==> config.mk <==
export PLATFORM = sky130hd
export DESIGN_NAME = leaf_credit_arbiter
export DESIGN_NICKNAME = d
export VERILOG_FILES = /design/src/rtl/leaf_credit_arbiter_pkg.sv /design/src/rtl/leaf_credit_arbiter_rr_arbiter.sv /design/src/rtl/leaf_credit_arbiter.sv
export SDC_FILE = /design/constraint.sdc
export NUM_CORES = 1
export LEC_CHECK = 0
export BUFFER_PORTS_ARGS = -buffer_cell sky130_fd_sc_hd__buf_2
export CELL_PAD_IN_SITES_DETAIL_PLACEMENT = 2
export CELL_PAD_IN_SITES_GLOBAL_PLACEMENT = 2
export CORE_ASPECT_RATIO = 2
export CORE_MARGIN = 4
export CORE_UTILIZATION = 31
export DETAILED_ROUTE_END_ITERATION = 12
export PLACE_DENSITY_LB_ADDON = 0.1
export SYNTH_ARGS = -nofsm -noshare
export SYNTH_HDL_FRONTEND = slang
export SYNTH_SLANG_ARGS = --single-unit
==> constraint.sdc <==
create_clock -name clk_bft -period 9.3 [get_ports clk_bft]
set_input_delay 0.465 -clock clk_bft [delete_from_list [all_inputs] [get_ports clk_bft]]
set_output_delay 0.465 -clock clk_bft [all_outputs]
set_load 0.03 [all_outputs]
==> src/rtl/leaf_credit_arbiter_pkg.sv <==
// leaf_credit_arbiter_pkg: BFT packet field offsets, type codes, credit ceiling and FSM states
package leaf_credit_arbiter_pkg;
    localparam int VALID_BIT = 48;
    localparam int DST_LSB = 41;
    localparam int SRC_LSB = 34;
    localparam int TYPE_LSB = 32;
    localparam int CREDIT_AMT_BITS = 8;
    localparam logic [1:0] TYPE_DATA = 2'b00;
    localparam logic [1:0] TYPE_CREDIT = 2'b01;
    localparam int CREDIT_MAX = 128;
    typedef enum logic {IDLE, SEND} state_t;
endpackage

==> src/rtl/leaf_credit_arbiter_rr_arbiter.sv <==
// rr_arbiter: one-hot round-robin grant, searching from last_grant+1 modulo N
module rr_arbiter #(
    parameter int N = 7,
    parameter int IW = $clog2(N)
) (
    input  logic [N-1:0]  req,
    input  logic [IW-1:0] last_grant,
    output logic [N-1:0]  gnt,
    output logic [IW-1:0] gnt_idx,
    output logic          any
);
    always_comb begin
        gnt_idx = '0;
        any = 1'b0;
        for (int k = 1; k <= N; k++) begin
            if (!any && req[(int'(last_grant) + k) % N]) begin
                any = 1'b1;
                gnt_idx = IW'((int'(last_grant) + k) % N);
            end
        end
    end
    assign gnt = any ? N'(1) << gnt_idx : '0;
endmodule

==> src/rtl/leaf_credit_arbiter.sv <==
// leaf_credit_arbiter: credit-gated round-robin packer of user streams into BFT packets
module leaf_credit_arbiter import leaf_credit_arbiter_pkg::*; #(
    parameter int NUM_PORTS = 7,
    parameter int PAYLOAD_BITS = 32,
    parameter int PACKET_BITS = 49,
    parameter int NUM_LEAF_BITS = 3,
    parameter int NUM_PORT_BITS = 4,
    parameter int CREDIT_MAX = leaf_credit_arbiter_pkg::CREDIT_MAX
) (
    input  logic                                   clk_bft,
    input  logic                                   reset_bft,
    input  logic [NUM_PORTS*PAYLOAD_BITS-1:0]      din_user,
    input  logic [NUM_PORTS-1:0]                   vld_user,
    output logic [NUM_PORTS-1:0]                   ack_user,
    input  logic                                   cfg_we,
    input  logic [2:0]                             cfg_port,
    input  logic [NUM_LEAF_BITS+NUM_PORT_BITS-1:0] cfg_dst,
    input  logic [PACKET_BITS-1:0]                 din_credit,
    output logic [PACKET_BITS-1:0]                 dout_pkt,
    input  logic                                   dout_ready
);
    localparam int IW = $clog2(NUM_PORTS);
    localparam int RW = NUM_LEAF_BITS + NUM_PORT_BITS;
    localparam int CW = $clog2(CREDIT_MAX + 1);
    localparam int SW = (CW > CREDIT_AMT_BITS ? CW : CREDIT_AMT_BITS) + 1;

    state_t state, state_nxt;
    logic [IW-1:0] last_grant, gnt_idx;
    logic [CW-1:0] credit [NUM_PORTS];
    logic [CW-1:0] credit_nxt [NUM_PORTS];
    logic [RW-1:0] route [NUM_PORTS];
    logic [NUM_PORTS-1:0] configured, eligible, gnt;
    logic any, grant, credit_hit;
    logic [NUM_PORT_BITS-1:0] credit_port;
    logic [CREDIT_AMT_BITS-1:0] credit_amt;
    logic [PACKET_BITS-1:0] pkt_nxt;
    logic credit_unused;

    always_comb begin
        eligible = '0;
        for (int p = 0; p < NUM_PORTS; p++)
            eligible[p] = vld_user[p] && credit[p] != '0 && configured[p];
    end

    rr_arbiter #(.N(NUM_PORTS), .IW(IW)) u_rr (
        .req(eligible),
        .last_grant(last_grant),
        .gnt(gnt),
        .gnt_idx(gnt_idx),
        .any(any)
    );

    // a grant is only possible when the output register is free or draining this cycle
    assign grant = any && !reset_bft && (state == IDLE || dout_ready);
    assign ack_user = grant ? gnt : '0;

    always_comb begin
        state_nxt = state;
        pkt_nxt = dout_pkt;
        if (grant) begin
            state_nxt = SEND;
            pkt_nxt = '0;
            pkt_nxt[VALID_BIT] = 1'b1;
            pkt_nxt[DST_LSB +: RW] = route[gnt_idx];
            pkt_nxt[SRC_LSB +: NUM_PORT_BITS] = NUM_PORT_BITS'(gnt_idx);
            pkt_nxt[TYPE_LSB +: 2] = TYPE_DATA;
            pkt_nxt[PAYLOAD_BITS-1:0] = din_user[gnt_idx*PAYLOAD_BITS +: PAYLOAD_BITS];
        end else if (state == SEND && dout_ready) begin
            state_nxt = IDLE;
            pkt_nxt[VALID_BIT] = 1'b0;
        end
    end

    assign credit_port = din_credit[SRC_LSB +: NUM_PORT_BITS];
    assign credit_amt = din_credit[CREDIT_AMT_BITS-1:0];
    assign credit_hit = din_credit[VALID_BIT] && din_credit[TYPE_LSB +: 2] == TYPE_CREDIT
                        && credit_port < NUM_PORT_BITS'(NUM_PORTS);
    assign credit_unused = ^din_credit;

    for (genvar g = 0; g < NUM_PORTS; g++) begin : g_credit
        logic [SW-1:0] sum;
        assign sum = SW'(credit[g]) - SW'(ack_user[g])
                     + ((credit_hit && credit_port == NUM_PORT_BITS'(g)) ? SW'(credit_amt) : '0);
        assign credit_nxt[g] = sum > SW'(CREDIT_MAX) ? CW'(CREDIT_MAX) : CW'(sum);
    end

    always_ff @(posedge clk_bft) begin
        if (reset_bft) begin
            state <= IDLE;
            dout_pkt <= '0;
            last_grant <= IW'(NUM_PORTS - 1);
            configured <= '0;
            for (int p = 0; p < NUM_PORTS; p++) begin
                credit[p] <= CW'(CREDIT_MAX);
                route[p] <= '0;
            end
        end else begin
            state <= state_nxt;
            dout_pkt <= pkt_nxt;
            credit <= credit_nxt;
            if (grant)
                last_grant <= gnt_idx;
            if (cfg_we && int'(cfg_port) < NUM_PORTS) begin
                route[cfg_port] <= cfg_dst;
                configured[cfg_port] <= 1'b1;
            end
        end
    end
endmodule

# Word level (Yosys, flattened, before mapping)
# Memory sizes are Yosys's and may differ from the RTL's. A register that Yosys moved wholly into a read port is not among the register bits.
# Index checks and enable logic that the tools add are counted.
# word_totals
output_inout_bits,56
n_memories,1
inputBits,294
reg_bits,109
mem_bits_rw,49
# memory_table
name,depth,width,read_ports,rd_clocked_by_memory_dff,wr,line_no,rtl
route,7,7,1,1,7,leaf_credit_arbiter.sv:31,logic [RW-1:0] route [NUM_PORTS];
# classes
add_sub_neg,21
eq_ne,7
n_div,7
magnitude_cmp,18
n_bitwise,2
muxes,56
shifts,2
reduce_logical,59
# op_table
operator,count
"< comparator 32 x 5 -> 1 bit, second input constant",7
"remainder unit 32 x 4 -> 32 bit, second input constant",7
variable part select 224 x 9 -> 32 bit,1
adder 9 x 8 -> 9 bit,7
"greater-than comparator 9 x 8 -> 1 bit, second input constant",7
subtractor 8 x 1 -> 9 bit,7
two-way mux 8 bit,7
nonzero test 8 bit,7
logical AND 1 bit,34
two-way mux 1 bit,30
two-way mux 3 bit,8
binary-select mux 1 bit (select 3 bit),7
two-way mux 7 bit,3
"adder 3 x 3 -> 4 bit, second input constant",4
OR reduction 2 bit,7
"equality test 4 x 3 -> 1 bit, second input constant",3
"adder 3 x 2 -> 4 bit, second input constant",2
"equality test 4 x 2 -> 1 bit, second input constant",2
logical NOT 1 bit,7
OR 7 bit,1
OR reduction 7 bit,1
"left shift 1 x 3 -> 7 bit, first input constant",1
"adder 3 x 1 -> 4 bit, second input constant",1
"equality test 4 x 1 -> 1 bit, second input constant",1
other kinds (10),10

# Longest topological paths before layout
# Gate-level depths: netlist of run 1.
# depth
word_depth,32
mapped_depth,43

# Hierarchy
# A second synthesis of run 1 with hierarchy kept.
# unflattened
hier_cells,1718
area_unflattened_um2,14530.2
# by_module_without_submodules
mod,area_per_inst_um2,instances,cells_each
leaf_credit_arbiter,11865.1,1,1357
rr_arbiter,2665.1,1,361

# Least setup slack after synthesis of run 1
# Ideal clock, no wire load.
# synth_path
path_type,reg2reg
from,reg last_grant[0]
to,reg credit[40] (netlist name)
stages_incl_launch_ff,41
setup_ns,0.068
arrival_ns,7.884
path_slack_ns,1.348
path_buffers,6
cell_sequence,dfxtp_1 > buf_2 > buf_2 > inv_1 > ha_1 > clkbuf_1 > inv_1 > ha_1 > ha_1 > buf_2 > a31oi_1 > xnor2_1 > ha_1 > inv_1 > o31ai_2 > o21ai_0 > a21oi_1 > a31oi_1 > [5 not listed] > buf_2 > nor2b_1 > ha_1 > inv_1 > ha_1 > inv_1 > fa_1 > inv_1 > a21oi_1 > o21ai_0 > a21oi_1 > o21bai_1 > a21o_1 > a21oi_1 > xnor2_1 > nor2_1 > o21ai_0 > nor2_1
# synth_between
elab_chain_cells,31
elab_cells_between_ends,70
cone_classes,9 x add/sub; 7 x div; 1 x order compare; 1 x shift; 37 x mux; 15 x reduce/logical
# synth_rtl
element,line_no,rtl
"start, declared",leaf_credit_arbiter.sv:28,"logic [IW-1:0] last_grant, gnt_idx;"
"start signal, assigned",leaf_credit_arbiter.sv:91,last_grant <= IW'(NUM_PORTS - 1);
"start signal, assigned",leaf_credit_arbiter.sv:102,last_grant <= gnt_idx;
adder 3 x 1 -> 4 bit,"leaf_credit_arbiter_rr_arbiter.sv:16, leaf_credit_arbiter_rr_arbiter.sv:18",
remainder unit 32 x 4 -> 32 bit,"leaf_credit_arbiter_rr_arbiter.sv:16, leaf_credit_arbiter_rr_arbiter.sv:18",
binary-select mux 1 bit (select 3 bit),leaf_credit_arbiter_rr_arbiter.sv:16,if (!any && req[(int'(last_grant) + k) % N]) begin
two-way mux 1 bit (not written as such) (2 in a row),leaf_credit_arbiter_rr_arbiter.sv:16,
two-way mux 1 bit,leaf_credit_arbiter_rr_arbiter.sv:16,
logical NOT 1 bit,leaf_credit_arbiter_rr_arbiter.sv:16,
logical AND 1 bit,leaf_credit_arbiter_rr_arbiter.sv:16,
two-way mux 1 bit,leaf_credit_arbiter_rr_arbiter.sv:16,
[15 not listed],n/a,
left shift 1 x 3 -> 7 bit / logical AND 1 bit (equally long branches),"leaf_credit_arbiter_rr_arbiter.sv:22, leaf_credit_arbiter.sv:54",
two-way mux 7 bit / logical AND 1 bit (equally long branches),"leaf_credit_arbiter_rr_arbiter.sv:22, leaf_credit_arbiter.sv:54",
two-way mux 7 bit (*),leaf_credit_arbiter.sv:55,assign ack_user = grant ? gnt : '0;
net ack_user[1],leaf_credit_arbiter.sv:14,"output logic [NUM_PORTS-1:0] ack_user,"
subtractor 8 x 1 -> 9 bit (*),leaf_credit_arbiter.sv:82,assign sum = SW'(credit[g]) - SW'(ack_user[g])
adder 9 x 8 -> 9 bit (*),leaf_credit_arbiter.sv:83,+ ((credit_hit && credit_port == NUM_PORT_BITS'(g)) ? SW'(credit_amt) : '0);
greater-than comparator 9 x 8 -> 1 bit,leaf_credit_arbiter.sv:84,assign credit_nxt[g] = sum > SW'(CREDIT_MAX) ? CW'(CREDIT_MAX) : CW'(sum);
OR reduction 2 bit (no source line),n/a,
"end signal, assigned by index",leaf_credit_arbiter.sv:94,credit[p] <= CW'(CREDIT_MAX);
"end signal, assigned",leaf_credit_arbiter.sv:100,credit <= credit_nxt;
"end, declared",leaf_credit_arbiter.sv:29,logic [CW-1:0] credit [NUM_PORTS];
# Mark *: on every way through the listed nets, which the timed path passes. The rest lies on a longest branch. The select of a mux whose other input is x is not followed.
# A chain may end at the register's enable or synchronous reset.

# Worst setup path after layout of run 1
# layout_path
from,reg last_grant[1]
to,reg credit[41] (netlist name)
# layout_between
elab_chain_cells,31
elab_cells_between_ends,70
cone_classes,9 x add/sub; 7 x div; 1 x order compare; 1 x shift; 37 x mux; 15 x reduce/logical
# layout_rtl
element,line_no
adder 3 x 1 -> 4 bit,"leaf_credit_arbiter_rr_arbiter.sv:16, leaf_credit_arbiter_rr_arbiter.sv:18"
remainder unit 32 x 4 -> 32 bit,"leaf_credit_arbiter_rr_arbiter.sv:16, leaf_credit_arbiter_rr_arbiter.sv:18"
binary-select mux 1 bit (select 3 bit),leaf_credit_arbiter_rr_arbiter.sv:16
two-way mux 1 bit (not written as such) (2 in a row),leaf_credit_arbiter_rr_arbiter.sv:16
two-way mux 1 bit,leaf_credit_arbiter_rr_arbiter.sv:16
logical NOT 1 bit,leaf_credit_arbiter_rr_arbiter.sv:16
logical AND 1 bit,leaf_credit_arbiter_rr_arbiter.sv:16
two-way mux 1 bit,leaf_credit_arbiter_rr_arbiter.sv:16
[14 not listed],n/a
two-way mux 3 bit / two-way mux 1 bit (equally long branches),leaf_credit_arbiter_rr_arbiter.sv:16
left shift 1 x 3 -> 7 bit / logical AND 1 bit (equally long branches),"leaf_credit_arbiter_rr_arbiter.sv:22, leaf_credit_arbiter.sv:54"
two-way mux 7 bit / logical AND 1 bit (equally long branches),"leaf_credit_arbiter_rr_arbiter.sv:22, leaf_credit_arbiter.sv:54"
two-way mux 7 bit (*),leaf_credit_arbiter.sv:55
subtractor 8 x 1 -> 9 bit (*),leaf_credit_arbiter.sv:82
adder 9 x 8 -> 9 bit (*),leaf_credit_arbiter.sv:83
greater-than comparator 9 x 8 -> 1 bit,leaf_credit_arbiter.sv:84
OR reduction 2 bit (no source line),n/a
# Mark *: on every way between the ends. The rest lies on a longest branch, timed or not. The select of a mux whose other input is x is not followed.

==> summary.md, run 1 <==
| Metric | Value |
|---|---|
| Status | completed |
| Clk pin slew, worst setup/hold paths | 0.07 ns |
| Horiz. Die Dim | 153.8 um |
| Hpwl dp | 45900 um |
| Post_cts resized | 0 |
| Syn-to-layout area delta | 20.16% |
| Critical path class | reg -> reg |
| Worst skew pair latency | 0.45 ns |
| TritonCTS clock tree | done |
| Max-slew violation count | 0 |
| Layout Skew | 0.01335 ns |
| Layout cells sized above 1 | 0.2382 |
| Critical Path Source Type | flop |
| Post-synth EDFFs | 46 |
| Vias | 12666 |
| Max Clk Rate | 0.1204 GHz |
| Mux share of post-synthesis cell area | 0.1091 |
| Post-route ant nets | 0 |
| Routed WL per cell | 22.84 um |
| Seq/Total Area, Yosys | 0.2796 |
| Via density | 5.256 |
| Period utilization | 0.8929 |
| Post-synthesis simple-gate area fraction | 0.1596 |
| DR pass1 iterations | 4 |
| Synth warn | 0 |
| Gpl congestion | 0.8208 |
| Largest family of logic cells by synthesized area | compound AO/OA/AOI/OAI gates |
| DRT Wirelength | 55050 um |
| Drt initial violations | 315 |
| Post-layout min period | 8.304 ns |
| Area of the mapped netlist | 0.01318 mm2 |
| XOR/XNOR Fraction of Synth Area | 0.04198 |
| Slowest-stage cell, CP | ha_1 |
| IO Pins | 350 |
| CP endpoint kind | flop |
| Vias in the first global route | 14375 |
| Adder-cell share of the synthesized area | 0.1360 |
| Root Buffer Master | clkbuf_16 |
| CP peak stage delay | 0.54 ns |
| MaxCap Viol Count | 0 |
| Cell with the most instances after synthesis | inv_1 |
| CTS hold repair buffers | 0 |
| Die footprint | 0.04606 mm2 |
| Clk sinks | 161 |
| IO buf count | 309 |
| Die Height | 299.6 um |
| GRT overflow | 0 |
| Htree depth | 4 |
| Cts bufs inserted | 17 |
| Max Root-Sink Buffers | 2 |
| Final setup TNS | 0 ns |
| Slew at the pin closest to its max-slew limit | 1.305 ns |
| Fraction of registers with async set/reset | 0 |
| Main synth FF type | dfxtp_1 |
| Critical Path Fanout Max | 13 |
| Initial antenna violation count | 5 |
| Starting Density | 0.3144 |
| Critical Path AT | 8.68 ns |
| Core outline area | 0.04191 mm2 |
| Commonest cells post-synth | inv_1 (218), nand2_1 (141), ha_1 (132), nor2_1 (132), dfxtp_1 (115) |
| Area share of the leading cell type in the synthesized netlist | 0.1747 |
| Leading area contributor after synthesis | dfxtp_1 |
| Setup violators final | 0 |
| Nets | 2288 |
| HP Class | in -> reg |
| Site row count | 106 |
| Top cells by area, synth | dfxtp_1 (17%), ha_1 (13%), edfxtp_1 (10%) |
| # Post-CTS Setup Buffers | 0 |
| Global-route wire length before repair | 84390 um |
| CP required | 9.67 ns |
| Complex-gate fraction of the synthesized area | 0.1816 |
| Global Route Usage Sum | 0.2370 |
| Yosys cell types | 90 |
| Final Hold Fails | 0 |
| Worst slew margin | 0.1206 |
| DR DRC count | 0 |
| Syn Inst Count | 1554 |
| Average size of a mapped cell | 8.478 um2 |
| Pin count of the biggest net entering global routing | 51 |
| Synthesis-stage register bit count | 161 |
| RSZ-0062 raised after global routing | no |
[path summary, 6_finish.rpt]
kind            startpoint      endpoint  slack [ns]  cells after the start
max          last_grant[1]    credit[41]         1.0                     35
min          din_user[137]   dout_pkt[9]        0.23                      2
max reg2reg  last_grant[1]    credit[41]         1.0                     35
min reg2reg   dout_pkt[36]  dout_pkt[36]        0.45                      2
[critical path: cells and delay by family, from the launching register on]
family,cells,cell delay (ns)
xor gates and xnor gates,2,0.31
DFF,1,0.34
buffers and inverters,6,0.65
and+or+nand+nor,5,1.12
adders and majority gates,7,2.24
AOI/OAI and AO/OA,15,3.57
[cell usage in the layout, fill, tap and decap left out, types with 8 or more instances in the layout]
| cell type | instances |
|---|---|
| buf_2 | 309 |
| inv_1 | 218 |
| nand2_1 | 141 |
| ha_1 | 132 |
| nor2_1 | 131 |
| dfxtp_1 | 115 |
| a21oi_1 | 86 |
| mux2i_1 | 75 |
| mux2_2 | 48 |
| edfxtp_1 | 46 |
| a22oi_1 | 43 |
| xnor2_1 | 41 |
| o21ai_0 | 34 |
| a31oi_1 | 27 |
| buf_4 | 26 |
| and2_1 | 24 |
| nand2b_1 | 19 |
| xor2_1 | 19 |
| clkbuf_16 | 18 |
| nor4_1 | 17 |
| and3_1 | 17 |
| o21bai_1 | 17 |
| o211ai_1 | 16 |
| a21o_1 | 16 |
| nand3_1 | 14 |
| or4_1 | 11 |
| mux2_1 | 11 |
| nor3_1 | 10 |
| o22ai_1 | 10 |
| conb_1 | 10 |
| nor2b_1 | 9 |
| a211o_1 | 9 |
| o21a_1 | 9 |
| o2bb2ai_1 | 8 |
[sequential cells by signal, indices dropped and copies added, names as in the netlist]
signal	cells
credit	56
route	53
dout_pkt	41
configured	7
last_grant	3
state	1
[per-stage QoR]
stage | cell area, um2 | util | hold WS, ns | worst slack, ns | std cells
2_1_floorplan | 13210 | - | 0.4401 | 1.348 | 1563
3_3_place_gp | 15260 | 0.3642 | 0.4271 | 1.224 | 2376
3_5_place_dp | 15260 | 0.3642 | 0.4483 | 0.9388 | 2376
4_1_cts | 15830 | 0.3776 | 0.2084 | 0.8631 | 2408
5_1_grt | 15830 | 0.3777 | 0.2097 | 0.2403 | 2409
6_report | 15830 | 0.3777 | 0.2276 | 0.9957 | 2410
[logic make-up (layout without fill, tap and decap cells)]
logic type	count (synthesis)	in the layout
and+or+nand+nor	435	435
AOI/OAI and AO/OA	339	339
buffers and inverters	283	588
DFF	161	161
adders and majority gates	139	139
muxes	135	135
xor gates and xnor gates	61	61
other	1	12
[final cells by class]
type                    count  area (um2)
inverters                 221       829.5
repair buffers            335        1742
clock inverters            12       96.34
flip-flops and latches    161        3684
clock buffers              20       467.9
multi-input cells        1119        8332
fillers                  4933       26080
well taps                 540       675.6
diodes                      2       5.005
[layer usage]
metal  vias up  part of all wire  wire length [um]  track usage
li1       6012                 -                 -            -
met1      6272              0.33             18220       0.2210
met2       307              0.59             32480       0.4969
met3        73             0.041              2246      0.03901
met4         2             0.038              2089      0.08651
met5         -           0.00024                13            0
Power of run 1 is not shown: default switching activity piles up to over one toggle a cycle in this logic, so the estimate is an artifact.
==> run 2, diff against run 1 <==
--- a/config.mk
+++ b/config.mk
@@ -5,12 +5,12 @@
 export SDC_FILE = /design/constraint.sdc
 export NUM_CORES = 1
 export LEC_CHECK = 0
+export ABC_AREA = 1
 export BUFFER_PORTS_ARGS = -buffer_cell sky130_fd_sc_hd__buf_2
 export CELL_PAD_IN_SITES_DETAIL_PLACEMENT = 2
 export CELL_PAD_IN_SITES_GLOBAL_PLACEMENT = 2
 export CORE_ASPECT_RATIO = 2
-export CORE_MARGIN = 4
-export CORE_UTILIZATION = 31
+export CORE_UTILIZATION = 29
 export DETAILED_ROUTE_END_ITERATION = 12
 export PLACE_DENSITY_LB_ADDON = 0.1
 export SYNTH_ARGS = -nofsm -noshare
==> run 2 against run 1 <==
Compared with the run above: clock skew rose by 0.0028 ns; register-to-register slack improved by 0.06 ns; synthesized cell count rose by 37%; critical path type unchanged; flip-flop and latch count rose by 3; critical path depth rose by 3; routed wire length rose by 6.6%; non-clock buffer count fell by 7; count of clock-buffer cells in the layout fell by 3.
==> summary.md, run 2 <==
| Metric | Value |
|---|---|
| Most frequent cells in the layout | nand2_1 (564), inv_1 (318), nor2_1 (313), buf_2 (309), nand3_1 (285) |
| Yosys cell types | 47 (-48%) |
| Hpwl dp | 47710 um (+4.0%) |
| Global Route Usage Sum | 0.2476 (+0.01059) |
| Adder-cell share of the synthesized area | 0.1309 (-0.005085) |
| Synthesis-stage register bit count | 164 (+1.9%) |
| DR DRC count | 0 (unchanged) |
| Critical Path Fanout Max | 19 (+6) |
| Post-layout min period | 8.247 ns (-0.05695 ns) |
| Pin count of the biggest net entering global routing | 84 (+65%) |
| TritonCTS clock tree | done |
| Slew at the pin closest to its max-slew limit | 0.9151 ns (-0.3902 ns) |
| Slowest-stage cell, CP | ha_1 |
| Die Height | 309.2 um (+3.2%) |
| DR pass1 iterations | 6 (+2) |
| Core outline area | 0.04666 mm2 (+11%) |
| Via density | 4.885 (-7.1%) |
| Root Buffer Master | clkbuf_16 |
| Area of the mapped netlist | 0.01369 mm2 (+3.9%) |
| Leading area contributor after synthesis | dfxtp_1 |
| CP most frequent cell | nand2_1 |
| Synth warn | 0 (unchanged) |
| Worst skew pair latency | 0.47 ns (+0.02 ns) |
| Worst Hold Launch | cfg_dst[6] |
| Top cells by area, synth | dfxtp_1 (17%), nand2_1 (15%), ha_1 (12%) |
| CP startpoint | last_grant[1] |
| Fraction of registers with async set/reset | 0 (unchanged) |
| Worst slew margin | 0.3899 (+0.2693) |
| Global-route wire length before repair | 89970 um (+6.6%) |
| CP endpoint kind | flop |
| Fill cells | 5977 (+21%) |
| Largest family of logic cells by synthesized area | simple AND/OR/NAND/NOR gates |
| Vias in the first global route | 16594 (+15%) |
| Post-synthesis simple-gate area fraction | 0.3742 (+0.2145) |
| Final Hold Fails | 0 (unchanged) |
| Commonest non-fill, non-tap cell in the layout | nand2_1 |
| Die footprint | 0.04812 mm2 (+4.5%) |
| RSZ-0062 raised after global routing | no |
| Initial antenna violation count | 10 (+5) |
| Routed WL per cell | 19.15 um (-16%) |
| Setup violators final | 0 (unchanged) |
| Post-route ant nets | 0 (unchanged) |
| Main synth FF type | dfxtp_1 |
| Post_cts resized | 0 (unchanged) |
| Seq/Total Area, Yosys | 0.2757 (-0.003871) |
| Mux share of post-synthesis cell area | 0.0008227 (-0.1083) |
| Complex-gate fraction of the synthesized area | 0.05951 (-0.1221) |
| IO buf count | 309 (unchanged) |
| HP Class | in -> reg |
| CTS hold repair buffers | 0 (unchanged) |
| CP required | 9.65 ns (-0.02 ns) |
| Average size of a mapped cell | 6.411 um2 (-24%) |
| Max-slew violation count | 0 (unchanged) |
| Setup slack, reg-to-reg | 1.05 ns (+0.06 ns) |
| Critical Path AT | 8.60 ns (-0.08 ns) |
| XOR/XNOR Fraction of Synth Area | 0.03775 (-0.004220) |
| Cts bufs inserted | 17 (unchanged) |
| Site row count | 112 (+5.7%) |
| Period utilization | 0.8868 (-0.006124) |
| Layout Skew | 0.01615 ns (+0.002801 ns) |
| Clk pin slew, worst setup/hold paths | 0.08 ns (about the same) |
| Horiz. Die Dim | 155.6 um (+1.2%) |
| Register area | 0.003774 mm2 (+2.4%) |
| Final setup TNS | 0 ns (unchanged) |
| Nets | 2849 (+25%) |
| Max Root-Sink Buffers | 2 (unchanged) |
| Syn-to-layout area delta | 20.18% (about the same) |
| Post-synth EDFFs | 49 (+6.5%) |
| Largest regs | credit (56), route (56), dout_pkt (41) |
| Max Clk Rate | 0.1213 GHz (+0.69%) |
| CP peak stage delay | 0.61 ns (+0.07 ns) |
| Area occupied by multi-input gates | 0.008318 mm2 (-0.17%) |
| Area share of the leading cell type in the synthesized netlist | 0.1682 (-0.006533) |
| Gpl congestion | 0.7971 (-2.9%) |
| Vias | 14963 (+18%) |
| Status | completed |
| Critical path class | reg -> reg |
| DRT Wirelength | 58670 um (+6.6%) |
| MaxCap Viol Count | 0 (unchanged) |
| Clk sinks | 164 (+1.9%) |
| Layout cells sized above 1 | 0.1651 (-0.07313) |
| Commonest cells post-synth | nand2_1 (564), inv_1 (318), nor2_1 (313) |
| Cell with the most instances after synthesis | nand2_1 |
| Syn Inst Count | 2135 (+37%) |
| Drt initial violations | 446 (+42%) |
| Htree depth | 4 (unchanged) |
| Starting Density | 0.2933 (-0.02106) |
| Critical Path Source Type | flop |
| # Post-CTS Setup Buffers | 0 (unchanged) |
| R2r startpoint | last_grant[1] |
| IO Pins | 350 (unchanged) |
| GRT overflow | 0 (unchanged) |
-- run 2: cell count changes after synthesis, sizes merged, moves of 19 or more --
cell	previous run	this run
inv	221	327
a21oi	88	62
mux2i	75	0
a22oi	43	1
nand2b	19	0
and2	24	0
xnor2	42	14
a31oi	27	3
mux2	59	1
xor2	19	45
nand3	14	286
nor2	134	323
nand2	142	574
-- run 2: final timing paths --
| path | depth (start not counted) | endpoint |
|---|---|---|
| min | 3 | route[6][6] |
| max reg2reg | 38 | credit[55] |
| min reg2reg | 2 | configured[1] |
| max | 38 | credit[55] |
-- run 2: per-stage QoR --
stage	hold WS (ns)	setup WS (ns)	std cells	area (um2)	utilization
3_5_place_dp	0.4556	0.9676	3024	15800	0.3386
3_3_place_gp	0.4344	1.361	3024	15800	0.3386
2_1_floorplan	0.4264	2.502	2147	13730	-
6_report	0.2643	1.053	3063	16450	0.3525
4_1_cts	0.2495	0.9827	3056	16430	0.3521
5_1_grt	0.2651	0.1833	3059	16440	0.3523
-- run 2: critical path: cells and delay by family, from the launching register on --
kind | cells | cell delay, ns
simple gates | 19 | 3.17
fa+ha+maj | 5 | 1.65
compound gates | 6 | 1.47
buf+inv | 6 | 0.94
flops | 1 | 0.52
xor+xnor | 2 | 0.37
-- run 2: cell families (layout without fill, tap and decap cells) --
logic type / Yosys count / count (layout)
fa+ha+maj: 139 / 139
buf+inv: 407 / 689
xor+xnor: 59 / 59
other cells: 1 / 20
compound gates: 142 / 142
mux: 1 / 1
simple gates: 1222 / 1222
flops: 164 / 164
-- run 2: routing by layer --
metal	vias up	global-route usage	wire [um]
met4	4	0.1040	1994
met1	7240	0.2185	19940
li1	7269	-	-
met2	357	0.5293	34130
met5	-	0	27
met3	93	0.03841	2582
-- run 2: area by class of cell --
type	count	area share
clock inverter	15	0.01255
antenna	7	0.001065
multi-input combinational	1576	0.5057
sequential	164	0.2294
tap	627	0.04769
inverter	329	0.07507
clock buffer	17	0.02586
timing repair buffer	328	0.1027
Power of run 2 is left out for the same reason.
